**config.mk**
```make
export PLATFORM = sky130hd
export DESIGN_NAME = board_update_sched
export DESIGN_NICKNAME = d
export VERILOG_FILES = /design/src/rtl/board_update_sched_pkg.sv /design/src/rtl/board_shadow_rf.sv /design/src/rtl/board_update_sched.sv
export SDC_FILE = /design/constraint.sdc
export NUM_CORES = 1
export LEC_CHECK = 0
export BUFFER_PORTS_ARGS = -buffer_cell sky130_fd_sc_hd__buf_2
export CAP_MARGIN = 25
export CORE_AREA = 2 2 109 111
export CTS_CLUSTER_SIZE = 28
export DETAILED_ROUTE_END_ITERATION = 6
export DIE_AREA = 0 0 111 113
export PLACE_DENSITY = 0.89
export REMOVE_ABC_BUFFERS = 1
export SKIP_CTS_REPAIR_TIMING = 1
export SYNTH_ARGS = -nofsm -noshare
export SYNTH_HDL_FRONTEND = slang
export SYNTH_HIERARCHICAL = 1
export SYNTH_SLANG_ARGS = --single-unit
export TNS_END_PERCENT = 10
```
**constraint.sdc**
```tcl
create_clock -name dclk -period 5.77 [get_ports dclk]
set_input_delay 1.154 -clock dclk [delete_from_list [all_inputs] [get_ports dclk]]
set_output_delay 1.154 -clock dclk [all_outputs]
set_load 0.02 [all_outputs]
```
**src/rtl/board_update_sched_pkg.sv**
```systemverilog
// Shared definitions for the board update scheduler: board geometry, frame
// counter width, VGA vertical blanking line bounds and FSM state encodings.
package board_update_sched_pkg;

    localparam int TILES  = 16;  // 4x4 board, row-major
    localparam int TILE_W = 4;   // tile exponent: 0 = empty, n = 2^n
    localparam int FCNT_W = 8;   // frame counter width
    localparam int IDX_W  = 4;   // width of a tile index (0..15)

    // Vertical lines outside active video; vblank is high for line < LO or line >= HI.
    localparam int VB_LINE_LO = 31;
    localparam int VB_LINE_HI = 511;

    typedef enum logic [1:0] {
        ST_IDLE    = 2'd0,
        ST_PENDING = 2'd1,
        ST_COPY    = 2'd2,
        ST_DONE    = 2'd3
    } sched_state_t;

    // Board index of a tile: row*4 + col.
    function automatic logic [IDX_W-1:0] board_idx(input logic [1:0] row,
                                                   input logic [1:0] col);
        return {row, col};
    endfunction

endpackage

```
**src/rtl/board_shadow_rf.sv**
```systemverilog
// Display-side shadow copy of the board: 16 x TILE_W register file with an
// asynchronous clear, one write port and one registered read port. A read of
// an index written in the same cycle returns the old contents.
module board_shadow_rf
    import board_update_sched_pkg::*;
(
    input  logic              dclk,
    input  logic              clr,
    input  logic              we,
    input  logic [IDX_W-1:0]  widx,
    input  logic [TILE_W-1:0] wdata,
    input  logic [IDX_W-1:0]  ridx,
    output logic [TILE_W-1:0] rdata
);

    logic [TILE_W-1:0] mem [TILES];

    // Write port; clearing restores the empty board shown after reset.
    // NOTE: this storage is reset on purpose (a reset must blank the display
    // board), so it maps to flops rather than a RAM macro.
    always_ff @(posedge dclk or posedge clr) begin
        if (clr) begin
            for (int i = 0; i < TILES; i++) begin
                mem[i] <= '0;
            end
        end else if (we) begin
            // NOTE: non-blocking updates make a same-cycle read see the old value.
            mem[widx] <= wdata;
        end
    end

    // Registered read port, active every cycle.
    always_ff @(posedge dclk or posedge clr) begin
        if (clr) begin
            rdata <= '0;
        end else begin
            rdata <= mem[ridx];
        end
    end

endmodule

```
**src/rtl/board_update_sched.sv**
```systemverilog
// Board update scheduler: accepts a new board from the game logic, holds it in
// a staging register and copies it tile-by-tile into the display shadow at
// the start of vertical blanking, so the renderer never shows a torn board.
module board_update_sched
    import board_update_sched_pkg::*;
(
    input  logic                      dclk,
    input  logic                      clr,
    input  logic                      vblank,
    input  logic                      upd_req,
    input  logic [TILES*TILE_W-1:0]   upd_board,
    output logic                      upd_ack,
    output logic                      upd_busy,
    input  logic [1:0]                rd_row,
    input  logic [1:0]                rd_col,
    output logic [TILE_W-1:0]         rd_tile,
    output logic [FCNT_W-1:0]         frame_cnt
);

    sched_state_t              state_q, state_d;
    logic [TILES*TILE_W-1:0]   staging_q;
    logic [IDX_W-1:0]          idx_q;
    logic                      vblank_d;
    logic                      vb_edge;
    logic                      latch_staging;
    logic                      copy_we;
    logic                      copy_start;
    logic [TILE_W-1:0]         copy_data;

    assign vb_edge   = vblank & ~vblank_d;
    assign copy_data = staging_q[idx_q*TILE_W +: TILE_W];

    // Next-state logic and per-state control strobes.
    always_comb begin
        // NOTE: every output gets a default first so no path infers a latch.
        state_d       = state_q;
        latch_staging = 1'b0;
        copy_we       = 1'b0;
        copy_start    = 1'b0;
        case (state_q)
            ST_IDLE: begin
                // A vblank edge in the accept cycle is deliberately not used:
                // the commit waits for the next frame.
                if (upd_req) begin
                    latch_staging = 1'b1;
                    state_d       = ST_PENDING;
                end
            end
            ST_PENDING: begin
                if (vb_edge) begin
                    copy_start = 1'b1;
                    state_d    = ST_COPY;
                end
            end
            ST_COPY: begin
                // vblank lasts far longer than the copy, so it never aborts.
                copy_we = 1'b1;
                if (idx_q == IDX_W'(TILES - 1)) begin
                    state_d = ST_DONE;
                end
            end
            ST_DONE: begin
                state_d = ST_IDLE;
            end
            default: begin
                state_d = ST_IDLE;
            end
        endcase
    end

    // State register with ack/busy registered alongside the state.
    always_ff @(posedge dclk or posedge clr) begin
        if (clr) begin
            state_q  <= ST_IDLE;
            upd_ack  <= 1'b0;
            upd_busy <= 1'b0;
        end else begin
            state_q  <= state_d;
            upd_ack  <= (state_d == ST_DONE);
            upd_busy <= (state_d != ST_IDLE);
        end
    end

    // Staging register (frozen outside IDLE) and copy index.
    always_ff @(posedge dclk or posedge clr) begin
        if (clr) begin
            staging_q <= '0;
            idx_q     <= '0;
        end else begin
            if (latch_staging) begin
                staging_q <= upd_board;
            end
            if (copy_start) begin
                idx_q <= '0;
            end else if (copy_we) begin
                idx_q <= idx_q + IDX_W'(1);
            end
        end
    end

    // vblank edge detector and wrapping frame counter, active in every state.
    always_ff @(posedge dclk or posedge clr) begin
        if (clr) begin
            vblank_d  <= 1'b0;
            frame_cnt <= '0;
        end else begin
            vblank_d <= vblank;
            if (vb_edge) begin
                frame_cnt <= frame_cnt + FCNT_W'(1);
            end
        end
    end

    board_shadow_rf u_shadow (
        .dclk  (dclk),
        .clr   (clr),
        .we    (copy_we),
        .widx  (idx_q),
        .wdata (copy_data),
        .ridx  (board_idx(rd_row, rd_col)),
        .rdata (rd_tile)
    );

endmodule

```
; Word-level counts from Yosys, hierarchy flattened
; Cells that the tools add are included.
[word_totals]
ff_bits = 149
wordCells = 60
inputBits = 72
[classes]
add_sub_neg = 2
eq_ne = 5
magnitude_cmp = 3
mux = 17
reduce_logical = 4
shifts = 1
bitwise_logic = 4
[ops]
columns = cell, count
row1 = bitwise mux 64 bit, 1
row2 = indexed part select 64 x 7 -> 4 bit, 1
row3 = two-way mux 4 bit, 5
row4 = binary-select mux 4 bit (select 4 bit), 1
row5 = demux 4 bit (select 4 bit), 1
row6 = >= comparator 5 bit (second input constant), 2
row7 = inverter 4 -> 5 bit, 2
row8 = adder 8 x 1 -> 8 bit (second input constant), 1
row9 = one-hot mux 2 bit (4 select lines), 1
row10 = equality test 2 bit (second input constant), 3
row11 = two-way mux 2 bit, 3
row12 = < comparator 5 x 1 -> 1 bit (second input constant), 1
row13 = two-way mux 1 bit, 5
row14 = adder 4 x 1 -> 4 bit (second input constant), 1
row15 = equality test 4 bit (second input constant), 1
row16 = nonzero test 2 bit, 2
row17 = equality test 2 x 1 -> 1 bit (second input constant), 1
row18 = logical NOT 2 bit, 1
row19 = AND 1 bit, 1
row20 = logical AND 1 bit, 1
row21 = inverter 1 bit, 1

; Depth between registers and ports, before layout
[logic_depth]
depth_word = 6
depth_mapped = 7
ltp_nobuf = 5

; Cells and area by module
; Netlist, hierarchy kept.
[modules_own_cells]
columns = mod, area_each_um2, n_inst, seq_area_each_um2, cells_per_inst
row1 = board_update_sched, 3631.0, 1, 2026.9, 238
row2 = board_shadow_rf, 3084.2, 1, 1701.6, 205

; Worst setup path before layout
; OpenSTA, ideal clock, no wires.
[synth_timing]
path_kind = input port to flip-flop
startpoint = input port rd_col[0]
endpoint = register u_shadow.rdata[0]
arrival_time_ps = 2308
path_buffers = 2
required_time_ps = 5643
path_stages = 5
slack_ps = 3335
path_cell_list = buf_2 -> buf_4 -> mux4_2 -> a22oi_1 -> nand3_1
[synth_via]
elab_chain_len = 4
[synth_lines]
columns = element, line
row1 = start: declaration, board_update_sched.sv:15  ; input logic [1:0] rd_col,
row2 = inverter 4 -> 5 bit (implied by the code), board_shadow_rf.sv:37  ; rdata <= mem[ridx];
row3 = binary-select mux 4 bit (select 4 bit), board_shadow_rf.sv:37
row4 = two-way mux 4 bit (implied by the code) (2 in series), board_shadow_rf.sv:37
row5 = end signal: assignment, board_shadow_rf.sv:37
row6 = end: declaration, board_shadow_rf.sv:13  ; output logic [TILE_W-1:0] rdata
; Every way passes these cells. The select of a mux whose other input is x is not followed.
; A chain may end at the register's enable or synchronous reset.

; Worst setup path after layout
[layout_timing]
startpoint = register idx_q[0]
endpoint = register u_shadow/mem[16] (netlist bit)
[layout_via]
word_cells_on_any_way = 8
classes_between = 2 x order compare / 1 x shift / 3 x mux / 1 x bitwise / 1 x reduce/logical
[layout_rtl]
columns = element, line
row1 = start: declaration, board_update_sched.sv:22  ; logic [IDX_W-1:0] idx_q;
row2 = start signal: assignment, board_update_sched.sv:96  ; idx_q <= idx_q + IDX_W'(1);
row3 = indexed part select 64 x 7 -> 4 bit, board_update_sched.sv:31  ; assign copy_data = staging_q[idx_q*TILE_W +: TILE_W];
row4 = via copy_data[0], board_update_sched.sv:28  ; logic [TILE_W-1:0] copy_data;
row5 = bitwise mux 64 bit, board_shadow_rf.sv:28  ; mem[widx] <= wdata;
row6 = end signal: indexed assignment, board_shadow_rf.sv:28
row7 = end: declaration, board_shadow_rf.sv:16  ; logic [TILE_W-1:0] mem [TILES];
; The timed path passes the listed nets, and every way through them passes these cells.

==> parameters.txt <==
Parameter                              Value

STA
  Unrepaired setup endpoints after global routing ... false
  Final max-slew violation count ... 0
  Highest achievable clock rate ... ~330 MHz
  Final clock skew ... 0.00439 ns
  Period minus WS final ... ~3 ns
  Hold Violations, Final ... 0
  Max_slew headroom ... about a third
  Final setup viols ... 0
  Share of the cycle needed by the critical path after routing ... a little over half
  Setup TNS ... 0 ns
  Worst hold margin ... between 0.4 and 0.5 ns
  Tightest Pin Transition ... about 1 ns

Drt
  1st-iter DRT viols ... between 200 and 300
  Detailed Routing Iterations Pass 1 ... 4
  Vias post-DR ... approximately 4100
  Wire length after detailed routing ... roughly 14 mm
  Vias per cell ... between 6 and 7
  Routed WL per cell ... about 20 µm
  Antenna viol nets, final ... 0
  DRC errors left ... 0

Worst setup path
  Largest fanout on the critical path ... 16
  Critical path launch point ... idx_q[0]
  Crit start category ... register
  Data arrival, critical path ... between 3 and 4 ns
  Category of the worst setup path capture point ... register
  Type of the worst setup path ... reg2reg
  Required @ worst endpoint ... 6.07 ns
  Reg2reg start ... idx_q[0]

Power
  Sequential share of power ... 42.2%
  P_sw ... 1.22 mW
  Combinational group share of total power ... just under 30%
  P_leak ... around 3.6 nW
  Worst vdd rail ir drop ... approximately 0.31 mV
  Power per cell area ... between 400 and 500 nW/µm²
  Clock group share of total power ... between 20 and 30%
  Power Internal ... roughly 2.7 mW
  Sw frac ... a little under a third
  Total design power ... 3.90 mW

Global routing
  All-Layer GR Usage ... approximately 24%
  Antenna violations before repair ... 0
  First-pass GRT wire length ... 23.3 mm
  Overflow left after global routing ... 0
  Largest net degree at the start of global routing ... 82
  Number of global-route vias before repair ... 4484

Floorplanning
  Core region area ... 11300 µm²
  Area of the die ... between 10000 and 15000 µm²
  I/O pin count ... 86
  Num rows ... 39
  Die boundary height ... around 110 µm
  Initial Util ... roughly 60%
  Die X-Extent ... about 110 µm

Synth
  Compound-Gate Fraction of Synth Area ... between 1 and 1.5%
  Fraction of the mapped netlist area in simple logic gates ... around 6.3%
  Netlist area before placement ... between 6000 and 7000 µm²
  Adder-cell share of the synthesized area ... less than 1%
  Xor and xnor area share after synthesis ... roughly 1.0%
  Synth Area per Inst ... approximately 15 µm²
  FF+latch count, synth ... 149
  Seq/Total Area, Yosys ... about 56%
  Fraction of synthesized area in multiplexers ... about a third
  Syn. warnings ... 6
  Distinct cell type count of the synthesized netlist ... 36
  Post-synthesis instance total ... between 400 and 500
  Combinational family with the most area after synthesis ... multiplexers

Placement
  Detailed-placement wirelength estimate ... 9.28 mm
  Final GP Congestion ... between 0.7 and 0.8
  Dpl cells ... between 600 and 700
  Number of buffers inserted by port buffering ... 85

CTS
  Root buffer selected by CTS ... sky130_fd_sc_hd__clkbuf_16
  Clk sink count ... 149
  CTS Buf Count ... 17
  Clock insertion delay at the later pin of the skew report ... between 0.4 and 0.5 ns
  Number of buffers on the longest clock path ... 2
  Clock tree from TritonCTS ... yes
  Clock transition at the registers of the reported paths ... around 0.060 ns
  Deepest level of the CTS H-tree ... 4

Min path
  Hold crit path type ... reg2reg
  Start point of the worst hold path ... frame_cnt[7]

Finish
  Share of post-route cells with drive strength above 1 ... between 50% and 60%
  Most common cell after layout, fill and taps aside ... sky130_fd_sc_hd__dfrtp_1
  Fin util ... a little over two thirds
  Most frequent cells in the layout ... sky130_fd_sc_hd__dfrtp_1 (149), sky130_fd_sc_hd__mux2_2 (128), sky130_fd_sc_hd__buf_2 (85)
  Area overhead of the layout relative to synthesis ... 16.6%
  Diode insertion count for antenna repair ... 0
  Cell Count, Final, Fillers Out ... slightly below 700
  Final-stage net count ... ~600

Status
  Status ... complete, no violations

Flow run
  Max-capacitance violation count ... 0
## area by class of cell
class | count | area (µm²)
clock buffer | 18 | 429
clock inverter | 14 | 161
fill | 749 | 3440
inverter | 4 | 16.3
multi-input combinational | 267 | 2830
sequential | 149 | 3730
tap | 143 | 179
timing repair buffer | 90 | 483
## registers in the layout, summed over array words and instances (netlist names)
name and cells:
upd_ack 1, vblank_d 1, upd_busy 1, u_shadow/mem 64, staging_q 64, u_shadow/rdata 4, frame_cnt 8, idx_q 4
state_q 2
## final timing paths
check / to / slack [ns] / depth (start not counted)
max: u_shadow/mem[16] / 2.75 / 5
min: frame_cnt[7] / 0.49 / 1
max reg2reg: u_shadow/mem[16] / 2.75 / 5
min reg2reg: frame_cnt[7] / 0.49 / 1
max in group asynchronous: u_shadow/mem[20] / 4.21 / 3
min in group asynchronous: staging_q[54] / 0.70 / 3
## synth_stat cells
cell | count | share of area [%]
sky130_fd_sc_hd__nor3_2 | 1 | 0.15
sky130_fd_sc_hd__mux4_2 | 26 | 8.7
sky130_fd_sc_hd__buf_12 | 1 | 0.30
sky130_fd_sc_hd__nor2b_1 | 4 | 0.37
sky130_fd_sc_hd__or3_1 | 1 | 0.093
sky130_fd_sc_hd__nor4bb_1 | 1 | 0.15
sky130_fd_sc_hd__nand4_1 | 1 | 0.093
sky130_fd_sc_hd__xor2_1 | 3 | 0.39
sky130_fd_sc_hd__a22oi_1 | 8 | 0.89
sky130_fd_sc_hd__nand2_2 | 1 | 0.093
sky130_fd_sc_hd__a21o_1 | 1 | 0.11
sky130_fd_sc_hd__nor4_1 | 1 | 0.093
sky130_fd_sc_hd__a22o_1 | 2 | 0.26
sky130_fd_sc_hd__clkbuf_1 | 7 | 0.39
sky130_fd_sc_hd__nor3_1 | 4 | 0.30
sky130_fd_sc_hd__o22ai_1 | 1 | 0.093
sky130_fd_sc_hd__buf_6 | 1 | 0.17
sky130_fd_sc_hd__nand3_1 | 22 | 1.6
sky130_fd_sc_hd__dfrtp_1 | 149 | 56
sky130_fd_sc_hd__nand3b_1 | 2 | 0.22
sky130_fd_sc_hd__a21oi_1 | 1 | 0.074
sky130_fd_sc_hd__xnor2_1 | 5 | 0.65
sky130_fd_sc_hd__buf_4 | 7 | 0.78
sky130_fd_sc_hd__nand2b_1 | 7 | 0.65
sky130_fd_sc_hd__mux4_1 | 6 | 2.3
sky130_fd_sc_hd__inv_1 | 4 | 0.22
sky130_fd_sc_hd__nor3b_1 | 4 | 0.45
sky130_fd_sc_hd__and2b_2 | 1 | 0.13
sky130_fd_sc_hd__nor2_1 | 12 | 0.67
sky130_fd_sc_hd__nand2_1 | 17 | 0.95
sky130_fd_sc_hd__or4_1 | 1 | 0.11
sky130_fd_sc_hd__mux2i_1 | 3 | 0.45
sky130_fd_sc_hd__ha_1 | 2 | 0.37
sky130_fd_sc_hd__mux2_2 | 128 | 21
sky130_fd_sc_hd__and3_1 | 1 | 0.093
sky130_fd_sc_hd__buf_2 | 7 | 0.52
## cell families after synthesis
| family | Yosys count |
|---|---|
| mux | 163 |
| flops | 149 |
| simple gates | 81 |
| buf+inv | 27 |
| compound gates | 13 |
| xor+xnor | 8 |
| fa+ha+maj | 2 |
## power groups by stage
stage / combinational [mW] / clock, mW / sequential, mW
floorplan: 0.845 / 0 / 1.61
global placement: 1.08 / 0 / 1.62
detailed placement: 1.14 / 0 / 1.65
CTS: 1.16 / 1.11 / 1.64
global route: 1.25 / 1.16 / 1.69
finish: 1.16 / 1.10 / 1.64
## routing by layer
layer  track usage [%]  part of all wire, %  wire (µm)  up-vias
li1                  -                    -          -     1816
met1              30.6                   40       5600     2148
met2              41.3                   52       7330      131
met3              6.11                  5.6        780       25
met4              8.67                  1.9        261        0
met5                 0                    0          0        -
## metrics by stage
step	area (µm²)	worst slack (ns)
after detailed placement	7210	2.84
after global routing	7830	2.57
final	7830	2.75
after global placement	7210	2.99
after floorplan	6570	-0.754
after CTS	7800	2.74
## critical path, stage by stage, from the launching register on
cell	delay [ns]
sky130_fd_sc_hd__dfrtp_1	0.67
sky130_fd_sc_hd__buf_4	0.36
sky130_fd_sc_hd__mux4_1	0.62
sky130_fd_sc_hd__a22oi_1	0.26
sky130_fd_sc_hd__nand3_1	0.50
sky130_fd_sc_hd__mux2_2	0.47
Power figures use the tool's default switching activity.
